File: src/rtl/md_seq_if.sv
// Handshake/result bundle between the execute stage and the md_seq multiply/divide sequencer.
interface md_seq_if #(
    parameter int W = 8
);
    logic         start;
    logic [3:0]   op;
    logic [W-1:0] a;
    logic [W-1:0] b;
    logic         busy;
    logic         stall;
    logic         done;
    logic [W-1:0] result;
    logic [W-1:0] result_hi;
    logic         div0;

    modport master (
        output start, op, a, b,
        input  busy, stall, done, result, result_hi, div0
    );

    modport slave (
        input  start, op, a, b,
        output busy, stall, done, result, result_hi, div0
    );
endinterface

File: src/rtl/md_seq.sv
// Iterative unsigned multiply / divide sequencer: W-cycle shift-add MUL, restoring DIV/MOD.
// Define MD_SEQ_DIV_EN to build the divider and accept DIV/MOD; otherwise only MUL is valid.
module md_seq #(
    parameter int W = 8
) (
    input  logic      clk,
    input  logic      rst,
    md_seq_if.slave   bus
);
    localparam int CW = $clog2(W);
    localparam logic [3:0] OP_MUL = 4'b1000;
`ifdef MD_SEQ_DIV_EN
    localparam logic [3:0] OP_DIV = 4'b1001;
    localparam logic [3:0] OP_MOD = 4'b1010;
`endif

    typedef enum logic [1:0] {IDLE, RUN, DONE} state_t;

    state_t          state_q, state_d;
    logic [CW-1:0]   cnt_q, cnt_d;
    logic [2*W-1:0]  acc_q, acc_d;
    logic [W-1:0]    opnd_q, opnd_d;
    logic [W-1:0]    result_q, result_d;
    logic [W-1:0]    result_hi_q, result_hi_d;
    logic            op_valid;
    logic            accept;
    logic [W:0]      mul_sum;
    logic [2*W-1:0]  mul_acc;
    logic [2*W-1:0]  step_acc;
`ifdef MD_SEQ_DIV_EN
    logic            is_div_q, is_div_d;
    logic            is_mod_q, is_mod_d;
    logic            div0_q, div0_d;
    logic [W:0]      div_shift;
    logic [W:0]      div_diff;
    logic            div_ge;
    logic [2*W-1:0]  div_acc;

    assign op_valid = (bus.op == OP_MUL) || (bus.op == OP_DIV) || (bus.op == OP_MOD);
`else
    assign op_valid = (bus.op == OP_MUL);
`endif

    assign accept = bus.start && op_valid && (state_q == IDLE) && !rst;

    // acc = {high half, multiplier}; the multiplier drains out of the low end as the product shifts in.
    assign mul_sum = {1'b0, acc_q[2*W-1:W]} + (acc_q[0] ? {1'b0, opnd_q} : {(W+1){1'b0}});
    assign mul_acc = {mul_sum, acc_q[W-1:1]};

`ifdef MD_SEQ_DIV_EN
    // acc = {partial remainder, dividend/quotient}; quotient bits enter at the LSB.
    assign div_shift = {acc_q[2*W-1:W], acc_q[W-1]};
    assign div_diff  = div_shift - {1'b0, opnd_q};
    assign div_ge    = (div_shift >= {1'b0, opnd_q});
    assign div_acc   = {(div_ge ? div_diff[W-1:0] : div_shift[W-1:0]), acc_q[W-2:0], div_ge};
    assign step_acc  = is_div_q ? div_acc : mul_acc;
`else
    assign step_acc  = mul_acc;
`endif

    always_comb begin
        state_d     = state_q;
        cnt_d       = cnt_q;
        acc_d       = acc_q;
        opnd_d      = opnd_q;
        result_d    = result_q;
        result_hi_d = result_hi_q;
`ifdef MD_SEQ_DIV_EN
        is_div_d    = is_div_q;
        is_mod_d    = is_mod_q;
        div0_d      = div0_q;
`endif
        case (state_q)
            IDLE: begin
                if (accept) begin
                    state_d = RUN;
                    cnt_d   = CW'(W - 1);
`ifdef MD_SEQ_DIV_EN
                    is_div_d = (bus.op != OP_MUL);
                    is_mod_d = (bus.op == OP_MOD);
                    div0_d   = 1'b0;
                    if (bus.op == OP_MUL) begin
                        opnd_d = bus.a;
                        acc_d  = {{W{1'b0}}, bus.b};
                    end else begin
                        opnd_d = bus.b;
                        acc_d  = {{W{1'b0}}, bus.a};
                    end
`else
                    opnd_d = bus.a;
                    acc_d  = {{W{1'b0}}, bus.b};
`endif
                end
            end
            RUN: begin
                acc_d = step_acc;
                if (cnt_q == '0) begin
                    state_d = DONE;
`ifdef MD_SEQ_DIV_EN
                    if (is_mod_q) begin
                        result_d    = step_acc[2*W-1:W];
                        result_hi_d = step_acc[W-1:0];
                    end else begin
                        result_d    = step_acc[W-1:0];
                        result_hi_d = step_acc[2*W-1:W];
                    end
                    div0_d = is_div_q && (opnd_q == '0);
`else
                    result_d    = step_acc[W-1:0];
                    result_hi_d = step_acc[2*W-1:W];
`endif
                end else begin
                    cnt_d = cnt_q - 1'b1;
                end
            end
            DONE:    state_d = IDLE;
            default: state_d = IDLE;
        endcase
    end

    always_ff @(posedge clk) begin
        if (rst) begin
            state_q     <= IDLE;
            cnt_q       <= '0;
            acc_q       <= '0;
            opnd_q      <= '0;
            result_q    <= '0;
            result_hi_q <= '0;
`ifdef MD_SEQ_DIV_EN
            is_div_q    <= 1'b0;
            is_mod_q    <= 1'b0;
            div0_q      <= 1'b0;
`endif
        end else begin
            state_q     <= state_d;
            cnt_q       <= cnt_d;
            acc_q       <= acc_d;
            opnd_q      <= opnd_d;
            result_q    <= result_d;
            result_hi_q <= result_hi_d;
`ifdef MD_SEQ_DIV_EN
            is_div_q    <= is_div_d;
            is_mod_q    <= is_mod_d;
            div0_q      <= div0_d;
`endif
        end
    end

    assign bus.busy      = (state_q != IDLE);
    assign bus.stall     = accept || (state_q == RUN);
    assign bus.done      = (state_q == DONE);
    assign bus.result    = result_q;
    assign bus.result_hi = result_hi_q;
`ifdef MD_SEQ_DIV_EN
    assign bus.div0      = div0_q;
`else
    assign bus.div0      = 1'b0;
`endif
endmodule
File: src/flat_wrapper.sv
// flat-port wrapper written by rule: the top's interface ports become plain ports
module md_seq_flat 
#(
    parameter int W = 8
)
  (clk, rst, bus_start, bus_op, bus_a, bus_b, bus_busy, bus_stall, bus_done, bus_result, bus_result_hi, bus_div0);
  md_seq_if #(.W(W)) bus_i ();
  input  logic clk;
  input  logic rst;
  input wire logic [$bits(bus_i.start)-1:0] bus_start;
  input wire logic [$bits(bus_i.op)-1:0] bus_op;
  input wire logic [$bits(bus_i.a)-1:0] bus_a;
  input wire logic [$bits(bus_i.b)-1:0] bus_b;
  output wire logic [$bits(bus_i.busy)-1:0] bus_busy;
  output wire logic [$bits(bus_i.stall)-1:0] bus_stall;
  output wire logic [$bits(bus_i.done)-1:0] bus_done;
  output wire logic [$bits(bus_i.result)-1:0] bus_result;
  output wire logic [$bits(bus_i.result_hi)-1:0] bus_result_hi;
  output wire logic [$bits(bus_i.div0)-1:0] bus_div0;
  assign bus_i.start = bus_start;
  assign bus_i.op = bus_op;
  assign bus_i.a = bus_a;
  assign bus_i.b = bus_b;
  assign bus_busy = bus_i.busy;
  assign bus_stall = bus_i.stall;
  assign bus_done = bus_i.done;
  assign bus_result = bus_i.result;
  assign bus_result_hi = bus_i.result_hi;
  assign bus_div0 = bus_i.div0;
  md_seq #(.W(W)) u_core (.clk(clk), .rst(rst), .bus(bus_i));
endmodule
File: config.mk
export PLATFORM = sky130hd
export DESIGN_NAME = md_seq_flat
export DESIGN_NICKNAME = d
export VERILOG_FILES = /design/src/rtl/md_seq_if.sv /design/src/rtl/md_seq.sv /design/src/flat_wrapper.sv
export SDC_FILE = /design/constraint.sdc
export NUM_CORES = 1
export LEC_CHECK = 0
export CORE_MARGIN = 5
export CORE_UTILIZATION = 46
export DETAILED_ROUTE_END_ITERATION = 8
export GPL_ROUTABILITY_DRIVEN = 0
export PLACE_DENSITY = 0.72
export SYNTH_ARGS = -nofsm -noshare
export SYNTH_HDL_FRONTEND = slang
export SYNTH_SLANG_ARGS = --single-unit
export TNS_END_PERCENT = 5
File: constraint.sdc
create_clock -name clk -period 2.2 [get_ports clk]
set_clock_uncertainty 0.1 [all_clocks]
set_input_delay 0.44 -clock clk [delete_from_list [all_inputs] [get_ports clk]]
set_output_delay 0.44 -clock clk [all_outputs]
set_load 0.02 [all_outputs]
==> flow_summary_export.csv <==
group,metric,value,unit
min_path,hold_class,"reg -> reg",
setup_path,required,1.66,ns
clock_network,cts_inserted_buffers,5,
floorplanning,io_pins,43,
drt,wirelength,4990,µm
final_layout,multiInputGateArea,1260,µm²
clock_network,clk_latency,0.30,ns
timing,setup_violations,1,
power_and_ir_drop,power.density,495,nW/µm²
timing,timing.slew.headroom,65.3,%
setup_path,path_max_fanout,2,
logic_synthesis,ys_async_sr_fraction,0,%
timing,rsz0062_at_grt,"yes",
logic_synthesis,yosys.area_share.xor_xnor,0.800,%
final_layout,num_antenna_cells,0,
floorplanning,rows,25,
min_path,hold_depth,2,
logic_synthesis,yosysTopAreaCellShare,41.2,%
timing,fin_ws,-0.147,ns
timing,hold_viol_final,0,
placed_design,place_inst,362,
clock_network,clock_path_buffers,2,
drt,viasPerCell,5.37,
timing,hold_ws,0.353,ns
power_and_ir_drop,clkPwrFrac,36.3,%
logic_synthesis,synth_cell_types,41,
placed_design,dp_hpwl,3550,µm
placed_design,io_buffer_count,41,
timing,post-route-period-util,107,%
logic_synthesis,synth_top_family_by_area,"simple AND/OR/NAND/NOR gates",
clock_network,cts_hold_buf,0,
logic_synthesis,synth_warnings,0,
logic_synthesis,syn_inst,270,
job,cap_violations,0,
power_and_ir_drop,power_leakage,1.04,nW
global_routing,grt_pass1_wl,8070,µm
timing,drv_slew,0,
global_routing,grt_pass1_vias,1803,
timing,fin_crit,2.35,ns
drt,vias,1994,
clock_network,htreeDepth,2,
setup_path,worst_setup_path_start_kind,"flip-flop",
outcome,status,"finished with violations",
logic_synthesis,ys_seq_area_share,41.2,%
logic_synthesis,yosysMostFrequentCell,"nand2_1",
logic_synthesis,synth_mux_area_share,0,%
final_layout,syn_to_final_growth,31.8,%
logic_synthesis,synth_compound_area_share,19.1,%
logic_synthesis,synthTopCellsByArea,"dfxtp_1 41%, nand2_1 9.8%, a21oi_1 6.4%, ha_1 5.7%, a311oi_1 3.6%",
logic_synthesis,synth_fa_ha_area_share,6.63,%
logic_synthesis,synth_top_area_cell,"dfxtp_1",
logic_synthesis,synth_common_cells,"57 x nand2_1, 45 x dfxtp_1, 28 x a21oi_1",
final_layout,regArea,903,µm²
power_and_ir_drop,combPwrFrac,6.2,%
floorplanning,fp.dieArea,6240,µm²
logic_synthesis,synth-main-ff-cell,"dfxtp_1",
power_and_ir_drop,p_sw,0.000333,W
floorplanning,start_util,47.0,%
global_routing,antenna_found_initial,0,
logic_synthesis,syn_avg_cell_area,8.10,µm²
logic_synthesis,synth_edf_count,0,
final_layout,final_cells,371,
setup_path,reg2regPathDepth,8,
timing,fin_setup_tns,-0.147,ns
clock_network,cts-root-buf,"clkbuf_8",
global_routing,gr-usage-all-layers,16.3,%
global_routing,grt-ovfl-total,0,
setup_path,cp.arrival,1.81,ns
final_layout,fin_nets,350,
logic_synthesis,synth_fp_nets,304,
power_and_ir_drop,p_int,0.00109,W
outcome,violations,"negative setup slack",
drt,wire_per_inst,13.4,µm
global_routing,grt_max_degree,56,
clock_network,cts.sink_count,45,
floorplanning,dieWidth,79.0,µm
final_layout,fillerInstances,436,
logic_synthesis,synth-simple-area-share,27.6,%
power_and_ir_drop,netSwitchingFraction,23.3,%
drt,ant_nets,0,
floorplanning,die_h,79.0,µm
setup_path,worstSetupPathType,"reg -> out",
clock_network,tritoncts,"built",
setup_path,end_kind,"output pin",
drt,drt_iter0_drc,78,
final_layout,layout-drive-gt1-share,14.5,%
power_and_ir_drop,ir_worst_vdd,0.275,mV
logic_synthesis,ys_seq_elements,45,
power_and_ir_drop,pwr-share-seq,57.5,%
drt,route.detailed.drc,0,
drt,drt-pass1-iter-count,4,
logic_synthesis,synth_area,2190,µm²
timing,max_freq,426,MHz
timing,worst_slew_pin_slew,0.521,ns
clock_network,clkSlewWorstSetupHoldPaths,0.09,ns
floorplanning,fp.coreArea,4660,µm²
-- logic make-up after synthesis --
| logic type | Yosys count |
|---|---|
| other cells | 1 |
| fa+ha+maj | 11 |
| flops | 45 |
| simple gates | 124 |
| buf+inv | 22 |
| xor+xnor | 2 |
| compound gates | 65 |
-- placed cells by master (no fill, tap or decap), types with 2 or more instances in the layout --
cell type        count
nand2_1             56
clkbuf_8             5
nand2b_1             7
inv_1                3
dfxtp_1             43
o21ai_0              6
a21oi_1             25
a21o_1               2
nor3_1               8
a211oi_1             5
clkinv_4             2
o311ai_0             2
nor2b_1              2
a311oi_1             9
a21oi_2              2
and2_1               8
nand3b_1             4
ha_1                 6
ha_2                 3
nor2_1              19
nand3_1              3
buf_4               16
o31ai_1              4
or4_1                2
clkdlybuf4s50_1     38
nand4b_1             4
dfxtp_2              2
or4_4                2
or2_2                2
-- path summary, 6_finish.rpt --
path         slack (ns)                to              start
max reg2reg        0.09  u_core.acc_q[15]   u_core.opnd_q[0]
min reg2reg        0.35  u_core.opnd_q[4]   u_core.opnd_q[4]
min                0.35  u_core.opnd_q[4]   u_core.opnd_q[4]
max               -0.15         bus_stall  u_core.state_q[1]
-- final cells by class --
| type | instances | share of cell area [%] |
|---|---|---|
| Sequential cell | 45 | 31.3 |
| Clock inverter | 3 | 0.781 |
| Inverter | 3 | 0.390 |
| Clock buffer | 5 | 2.39 |
| Timing Repair Buffer | 58 | 19.0 |
| Multi-Input combinational cell | 203 | 43.8 |
| Tap cell | 54 | 2.34 |
-- state kept, by name, indices dropped and copies added (netlist names) --
signal,cells
u_core.acc_q,16
u_core.bus.result,8
u_core.bus.result_hi,8
u_core.cnt_q,3
u_core.opnd_q,8
u_core.state_q,2
-- through the flow --
step                power (W)  setup slack [ns]  cell area [µm²]  util (%)
floorplan            0.000875           -0.0710             2200         -
global placement     0.000926            -0.940             2730      58.5
detailed placement   0.000927            -0.963             2730      58.5
CTS                   0.00144            -0.235             2840      61.0
global route          0.00148            -0.189             2880      61.9
finish                0.00143            -0.147             2880      61.9
-- worst max-delay path: stages (launching register included) --
cell	delay [ns]
dfxtp_2	0.33
or4_4	0.51
or4_4	0.46
nand2_4	0.10
buf_6	0.11
-- layer usage --
metal	part of all wire [%]	vias to the layer above	track usage (%)	wire, µm
met3	3.0	7	3.40	152
met2	46	31	26.9	2280
met4	1.5	0	5.67	74
met1	50	912	21.1	2480
li1	-	1044	-	-
met5	0	-	0	0
-- power by group through the flow --
stage | combinational [W] | sequential (W) | clock [W]
2_1_floorplan | 0.0000351 | 0.000840 | 0
6_report | 0.0000880 | 0.000821 | 0.000519
3_5_place_dp | 0.0000866 | 0.000840 | 0
3_3_place_gp | 0.0000863 | 0.000840 | 0
4_1_cts | 0.0000885 | 0.000821 | 0.000533
5_1_grt | 0.0000952 | 0.000822 | 0.000563
-- what timing repair did --
| action | 4_1_cts | 5_1_grt |
|---|---|---|
| setup endpoints to repair | 25 | 9 |
| buffers inserted | 1 | 0 |
| gates cloned | 0 | 0 |
| resized for setup | 13 | 14 |
| pin swaps | 3 | 6 |
Power figures use the tool's default switching activity.
